<file path="src/rtl/rf_wr_arbiter.sv">
// rf_wr_arbiter
//
// Purpose:
//    Arbitrates two write requesters (A and B) onto a single register-file
//    write port, and runs a clear sequence that zeroes every register in
//    address order when asked.
//    - Normal operation is round-robin between A and B. The pointer
//      favours the port that did not win last.
//    - A clear request has priority over pending writes. It issues NREG
//      back-to-back zero writes to addresses 0..NREG-1.
//
// Parameters:
//    DATA_W      register data width
//    ADDR_W      register address width (NREG = 2**ADDR_W registers)
//
// Ports:
//    i_clk                 sole clock, rising edge
//    i_rst                 synchronous active-high reset
//    i_a_valid/addr/data   requester A write request
//    o_a_ready             requester A accept (combinational)
//    i_b_valid/addr/data   requester B write request
//    o_b_ready             requester B accept (combinational)
//    i_clr_req             level-sensitive request to zero all registers
//    o_clr_busy            clear sequence in progress
//    o_clr_done            one-cycle pulse alongside the final clear write
//    o_rf_we/waddr/wdata   registered register-file write port

module rf_wr_arbiter #(
   parameter int DATA_W = 8,
   parameter int ADDR_W = 3
) (
   input  logic              i_clk,
   input  logic              i_rst,

   input  logic              i_a_valid,
   input  logic [ADDR_W-1:0] i_a_addr,
   input  logic [DATA_W-1:0] i_a_data,
   output logic              o_a_ready,

   input  logic              i_b_valid,
   input  logic [ADDR_W-1:0] i_b_addr,
   input  logic [DATA_W-1:0] i_b_data,
   output logic              o_b_ready,

   input  logic              i_clr_req,
   output logic              o_clr_busy,
   output logic              o_clr_done,

   output logic              o_rf_we,
   output logic [ADDR_W-1:0] o_rf_waddr,
   output logic [DATA_W-1:0] o_rf_wdata
);

   localparam int NREG = 2 ** ADDR_W;

   // The counter is one bit wider than the address. That way it cannot
   // wrap back to 0 on the final clear write.
   localparam logic [ADDR_W:0] LAST_CNT = (ADDR_W + 1)'(NREG - 1);
   localparam logic [ADDR_W:0] CNT_ONE  = (ADDR_W + 1)'(1);

   typedef enum logic {
      ARB = 1'b0,
      CLR = 1'b1
   } state_t;

   state_t            state;
   logic              ptr;
   logic [ADDR_W:0]   cnt;

   logic              arb_open;
   logic              grant_a;
   logic              grant_b;
   logic              a_xfer;
   logic              b_xfer;

   // Grant decision for the current cycle. Requests are only accepted in
   // ARB, with no clear pending and outside reset.
   // - With both ports valid, ptr breaks the tie.
   // - Otherwise the single valid port wins.
   // The readies are gated by reset so they read 0 while i_rst is high,
   // even though the state itself only clears on the next edge.
   always_comb begin
      arb_open  = 1'b0;
      grant_a   = 1'b0;
      grant_b   = 1'b0;
      arb_open  = !i_rst && (state == ARB) && !i_clr_req;
      grant_a   = i_a_valid && (!i_b_valid || !ptr);
      grant_b   = i_b_valid && (!i_a_valid ||  ptr);
   end

   assign o_a_ready  = arb_open && grant_a;
   assign o_b_ready  = arb_open && grant_b;
   assign a_xfer     = o_a_ready;
   assign b_xfer     = o_b_ready;

   // Busy reflects the clear state directly. It is forced low during
   // reset so that an aborted clear disappears immediately.
   assign o_clr_busy = !i_rst && (state == CLR);

   // Single sequential block for the state machine and registered outputs.
   //
   // ARB:
   //    - A clear request wins over any valid request. The next cycle is
   //      the first CLR cycle and issues no write.
   //    - Otherwise the winning transfer is registered onto the write port
   //      one cycle later, and ptr moves to favour the other requester.
   //
   // CLR:
   //    - Every edge registers a zero write to address cnt.
   //    - The edge that issues the last address also returns to ARB and
   //      raises o_clr_done. The pulse therefore lines up with that final
   //      write.
   //
   // Address and data hold their last values whenever no write is
   // issued, so downstream logic only has to qualify with o_rf_we.
   always_ff @(posedge i_clk) begin
      if (i_rst) begin
         state      <= ARB;
         ptr        <= 1'b0;
         cnt        <= '0;
         o_rf_we    <= 1'b0;
         o_rf_waddr <= '0;
         o_rf_wdata <= '0;
         o_clr_done <= 1'b0;
      end else begin
         case (state)
            ARB: begin
               o_clr_done <= 1'b0;
               if (i_clr_req) begin
                  state   <= CLR;
                  cnt     <= '0;
                  o_rf_we <= 1'b0;
               end else if (a_xfer) begin
                  o_rf_we    <= 1'b1;
                  o_rf_waddr <= i_a_addr;
                  o_rf_wdata <= i_a_data;
                  ptr        <= 1'b1;
               end else if (b_xfer) begin
                  o_rf_we    <= 1'b1;
                  o_rf_waddr <= i_b_addr;
                  o_rf_wdata <= i_b_data;
                  ptr        <= 1'b0;
               end else begin
                  o_rf_we <= 1'b0;
               end
            end

            CLR: begin
               o_rf_we    <= 1'b1;
               o_rf_waddr <= cnt[ADDR_W-1:0];
               o_rf_wdata <= '0;
               cnt        <= cnt + CNT_ONE;
               if (cnt == LAST_CNT) begin
                  state      <= ARB;
                  o_clr_done <= 1'b1;
               end else begin
                  o_clr_done <= 1'b0;
               end
            end

            default: begin
               state      <= ARB;
               o_rf_we    <= 1'b0;
               o_clr_done <= 1'b0;
            end
         endcase
      end
   end

endmodule

</file>
<file path="config.mk">
export PLATFORM = sky130hd
export DESIGN_NAME = rf_wr_arbiter
export DESIGN_NICKNAME = d
export VERILOG_FILES = /design/src/rtl/rf_wr_arbiter.sv
export SDC_FILE = /design/constraint.sdc
export NUM_CORES = 1
export LEC_CHECK = 0
export CELL_PAD_IN_SITES_DETAIL_PLACEMENT = 0
export CELL_PAD_IN_SITES_GLOBAL_PLACEMENT = 1
export CORE_AREA = 2 2 60 62
export CTS_BUF_LIST = sky130_fd_sc_hd__clkbuf_16
export CTS_CLUSTER_SIZE = 24
export DETAILED_ROUTE_END_ITERATION = 7
export DIE_AREA = 0 0 62 64
export HOLD_SLACK_MARGIN = 0.05
export PLACE_DENSITY = 0.85
export RECOVER_POWER = 25
export SLEW_MARGIN = 20
export SYNTH_ARGS = -nofsm -noshare
export SYNTH_HDL_FRONTEND = slang
export SYNTH_SLANG_ARGS = --single-unit
</file>
<file path="constraint.sdc">
create_clock -name i_clk -period 2.65 [get_ports i_clk]
set_input_delay 0.795 -clock i_clk [delete_from_list [all_inputs] [get_ports i_clk]]
set_output_delay 0.795 -clock i_clk [all_outputs]
set_load 0.005 [all_outputs]
</file>
# Word-level counts from Yosys, hierarchy flattened
# Cells that the tools add are included.
[classes]
bitwise_logic = 2
eq_ne = 4
n_addsub = 1
n_mux = 21
n_reduce_logical = 17
[op_table]
columns = ["op", "count"]
rows = [
  ["8-bit 2-to-1 mux", 3],
  ["8-bit case mux with 2 select lines", 1],
  ["3-bit 2-to-1 mux", 3],
  ["1-bit 2-to-1 mux", 8],
  ["4-bit case mux with 2 select lines", 1],
  ["1-bit logical AND", 7],
  ["1-bit case mux with 2 select lines", 3],
  ["3-bit case mux with 2 select lines", 1],
  ["1-bit logical NOT", 5],
  ["4-bit by 1-bit adder with 4-bit output (second input constant)", 1],
  ["4-bit by 3-bit equality test with 1-bit output (second input constant)", 1],
  ["4-bit 2-to-1 mux", 1],
  ["2-bit != test (second input constant)", 2],
  ["3-bit != test (second input constant)", 1],
  ["3-bit AND reduction", 1],
  ["1-bit logical OR", 2],
  ["1-bit inverter", 2],
  ["2-bit AND reduction", 1],
  ["2-bit nonzero test", 1],
]
[totals]
wordCells = 52
output_inout_bits = 16
input_bits = 27
regBits = 19

# Logic depth before layout (Yosys ltp)
[logic_depth]
depth_word = 8
depth_mapped = 5
depth_no_buf = 4

# Worst setup path after synthesis
# OpenSTA, ideal clock, no wires.
[synth_timing]
kind = "in2out"
startpoint = "in i_clr_req"
endpoint = "out o_a_ready"
t_required_ns = 1.855
n_path_buf = 1
setup_slack_ns = 0.388
cell_stages = 3
arrival_ns = 1.467
cell_sequence = "or3_1 buf_2 nor2_1"
[synth_between]
elab_chain_cells = 3
[synth_rtl]
columns = ["element", "line", "source"]
rows = [
  ["from (decl)", "45", "input logic i_clr_req,"],
  ["1-bit logical NOT", "86", "arb_open = !i_rst && (state == ARB) && !i_clr_req;"],
  ["1-bit logical AND", "86", ""],
  ["1-bit logical AND", "91", "assign o_a_ready = arb_open && grant_a;"],
  ["to (decl)", "38", "output logic o_a_ready,"],
]
# No other way between the ends.

# Worst setup path after layout
[layout_timing]
startpoint = "in i_rst"
endpoint = "out o_clr_busy"
[layout_between]
elab_chain_cells = 2
[layout_rtl]
columns = ["element", "line", "source"]
rows = [
  ["from (decl)", "33", "input logic i_rst,"],
  ["1-bit logical NOT", "98", "assign o_clr_busy = !i_rst && (state == CLR);"],
  ["1-bit logical AND", "98", ""],
  ["to (decl)", "46", "output logic o_clr_busy,"],
]
# No other way between the ends.

==> results.sh <==
export IMPL_cts_buffer_depth=2
export IMPL_synth_area_leaders="dfxtp_1 (39%), a311oi_1 (6.3%), a22oi_1 (6.1%), o21ai_0 (5.6%), nand3_1 (5.1%)"
export IMPL_worst_endpoint_arrival_ns=1.82
export IMPL_ys_flop_type="dfxtp_1"
export IMPL_fin_skew_ns=0.001436
export IMPL_crit_type="input port to primary output"
export IMPL_dr_first_iter_drc_count=58
export IMPL_worstMarginPinSlew_ns=0.5600
export IMPL_cts_sinks=19
export IMPL_synthCells=110
export IMPL_rows=21
export IMPL_die_area_sq_um=3968
export IMPL_critPathBufInv=3
export IMPL_portBuffers=42
export IMPL_reg2reg_depth=4
export IMPL_antenna_found_initial=0
export IMPL_h_tree_depth=1
export IMPL_vias=1070
export IMPL_ant_nets=0
export IMPL_final_cell_mix="clkdlybuf4s50_1 (37), dfxtp_1 (19), o21ai_0 (11), nand3_1 (10)"
export IMPL_fin_crit_ns=2.611
export IMPL_place_hpwl_um=2024
export IMPL_whs_ns=0.5467
export IMPL_grt_pass1_vias=1030
export IMPL_fmax_ghz=0.3830
export IMPL_max_stage_delay_ns=0.50
export IMPL_io_pin_count=43
export IMPL_rsz0062_at_grt="false"
export IMPL_drive_above_1_share_pct=13.29
export IMPL_post_drt_via_cell_ratio=5.245
export IMPL_n_antenna_cell=0
export IMPL_gp_congestion=0.7731
export IMPL_grt_usage_pct=14.51
export IMPL_cp_end_kind="primary output"
export IMPL_synth_cell_types=31
export IMPL_crit_fanout=21
export IMPL_pre_cts_slack_ns=-0.6026
export IMPL_power_leakage_nw=0.5563
export IMPL_hold_violations=0
export IMPL_path_cells="dlygate4sd2_1, buf_12, nor2_1, clkdlybuf4s50_1"
export IMPL_fp_dieH_um=64
export IMPL_grt_max_degree=22
export IMPL_hold_class="flip-flop to flip-flop"
export IMPL_die_w_um=62
export IMPL_crit_required_ns=1.86
export IMPL_yosysTopAreaCell="dfxtp_1"
export IMPL_cts_hold_buffers=0
export IMPL_core_area_sq_um=3284
export IMPL_synth_area_sq_um=978.4
export IMPL_ys_ff_latch=19
export IMPL_max_vdd_ir_drop_mv=0.3286
export IMPL_layout_nets=187
export IMPL_final_common_cell="clkdlybuf4s50_1"
export IMPL_path_clk_slew_ns=0.05
export IMPL_cts_root_buf="clkbuf_16"
export IMPL_wl_per_cell_um=14.06
export IMPL_grt_first_pass_wirelength_um=4367
export IMPL_yosysWarnings=0
export IMPL_slew_headroom_pct=62.66
export IMPL_start_util_pct=29.79
export IMPL_syn_to_final_growth_pct=59.34
export IMPL_yosys_area_top_type_share_pct=38.87
export IMPL_syn_area_per_cell_sq_um=8.895
export IMPL_clk_latency_ns=0.25
export IMPL_power_density_nw_per_um2=499.3
export IMPL_fillers=332
export IMPL_post_route_period_util_pct=98.53
export IMPL_ys_seq_area_share_pct=38.87
export IMPL_path_depth=4
export IMPL_cts_buffers=3
export IMPL_syn_nets=138
export IMPL_status="finished, final reports clean"
export IMPL_cap_violations=0
export IMPL_postLayoutSetupSlackWorst_ns=0.03891
export IMPL_critPathTopFamily="buffers and inverters"
export IMPL_critPathLaunchType="input port"
export IMPL_hold_depth=2
export IMPL_cp_slowest_cell="clkdlybuf4s50_1"
export IMPL_placedCellCount=200
export IMPL_setup_viol=0
export IMPL_overflow=0
export IMPL_drt_pass1_iterations=4
export IMPL_cts_tree="done"
export IMPL_drcViolationCount=0
export IMPL_ys_async_sr_fraction_pct=0
export IMPL_final_cells=204
export IMPL_wirelength_um=2868
export IMPL_slew_viol_final=0
export IMPL_synth_edf_count=0
-- report_power, final --
part	switching [mW]	total, mW	internal [mW]
sequential	0.00940	0.311	0.301
clock	0.107	0.307	0.201
combinational	0.0690	0.160	0.0915
total	0.185	0.778	0.594
-- cells in the mapped netlist (2+ instances only) --
library cell  instances
dfxtp_1              19
o21ai_0              11
nand3_1              10
a22oi_1               8
nor2_1                8
a21oi_1               7
a311oi_1              7
inv_1                 4
buf_2                 3
buf_6                 3
clkbuf_1              3
nor3_1                3
o32ai_1               3
mux2i_1               2
nand3b_1              2
nor2b_1               2
-- stage by stage --
step                util (%)  power (mW)  setup TNS, ns  instance area [sq um]
floorplan                  -      0.3862              0                  978.4
global placement       45.03      0.4728         -1.326                   1479
detailed placement     45.03      0.4773         -1.341                   1479
CTS                    47.70      0.7818              0                   1567
global route           47.47      0.8072              0                   1559
finish                 47.47      0.7784              0                   1559
-- repair_timing --
item / 4_1_cts / 5_1_grt
endpoints found under the setup margin: 3 / 0
gates resized for setup: 15 / 0
buffers inserted: 0 / 0
-- area by class of cell --
type	count	area, sq um	area share [%]
Clock inverter	1	3.754	0.2408
Sequential cell	19	380.4	24.40
Inverter	4	15.01	0.9631
Timing Repair Buffer	53	499.2	32.02
Tap cell	46	57.56	3.692
Multi-Input combinational cell	78	528.0	33.87
Clock buffer	3	75.07	4.815
-- logic make-up (layout without fill, tap and decap cells) --
| kind of cell | after synthesis | after routing | share of synthesized area (%) |
|---|---|---|---|
| compound gates | 44 | 44 | 32.61 |
| simple gates | 31 | 31 | 17.52 |
| flops | 19 | 19 | 38.87 |
| buf+inv | 13 | 61 | 7.671 |
| mux | 2 | 2 | 2.046 |
| fa+ha+maj | 1 | 1 | 1.279 |
-- metal layers --
layer  track usage, %  up-vias  share of wire (%)
met5                0        -                  0
met4            3.723        0               0.66
met3            4.049        2                7.3
met2            25.13       40                 49
met1            16.98      512                 43
li1                 -      516                  -
-- worst paths after layout --
path            startpoint            end  slack, ns
max                  i_rst     o_clr_busy       0.04
min reg2reg  o_rf_waddr[2]  o_rf_waddr[2]       0.55
min          o_rf_waddr[2]  o_rf_waddr[2]       0.55
max reg2reg            ptr  o_rf_wdata[0]       1.13
-- registers in the layout, indices dropped and copies added (netlist names) --
signal      cells
o_clr_done      1
cnt             4
o_rf_wdata      8
ptr             1
o_rf_waddr      3
state           1
o_rf_we         1
-- worst reg2reg max path: stages, from the launching register on --
cell and delay [ns]:
dfxtp_1 0.36, a21bo_2 0.15, clkbuf_1 0.44, o21ai_0 0.23, a311oi_2 0.26
No activity file was read; power rests on OpenSTA's default activity.
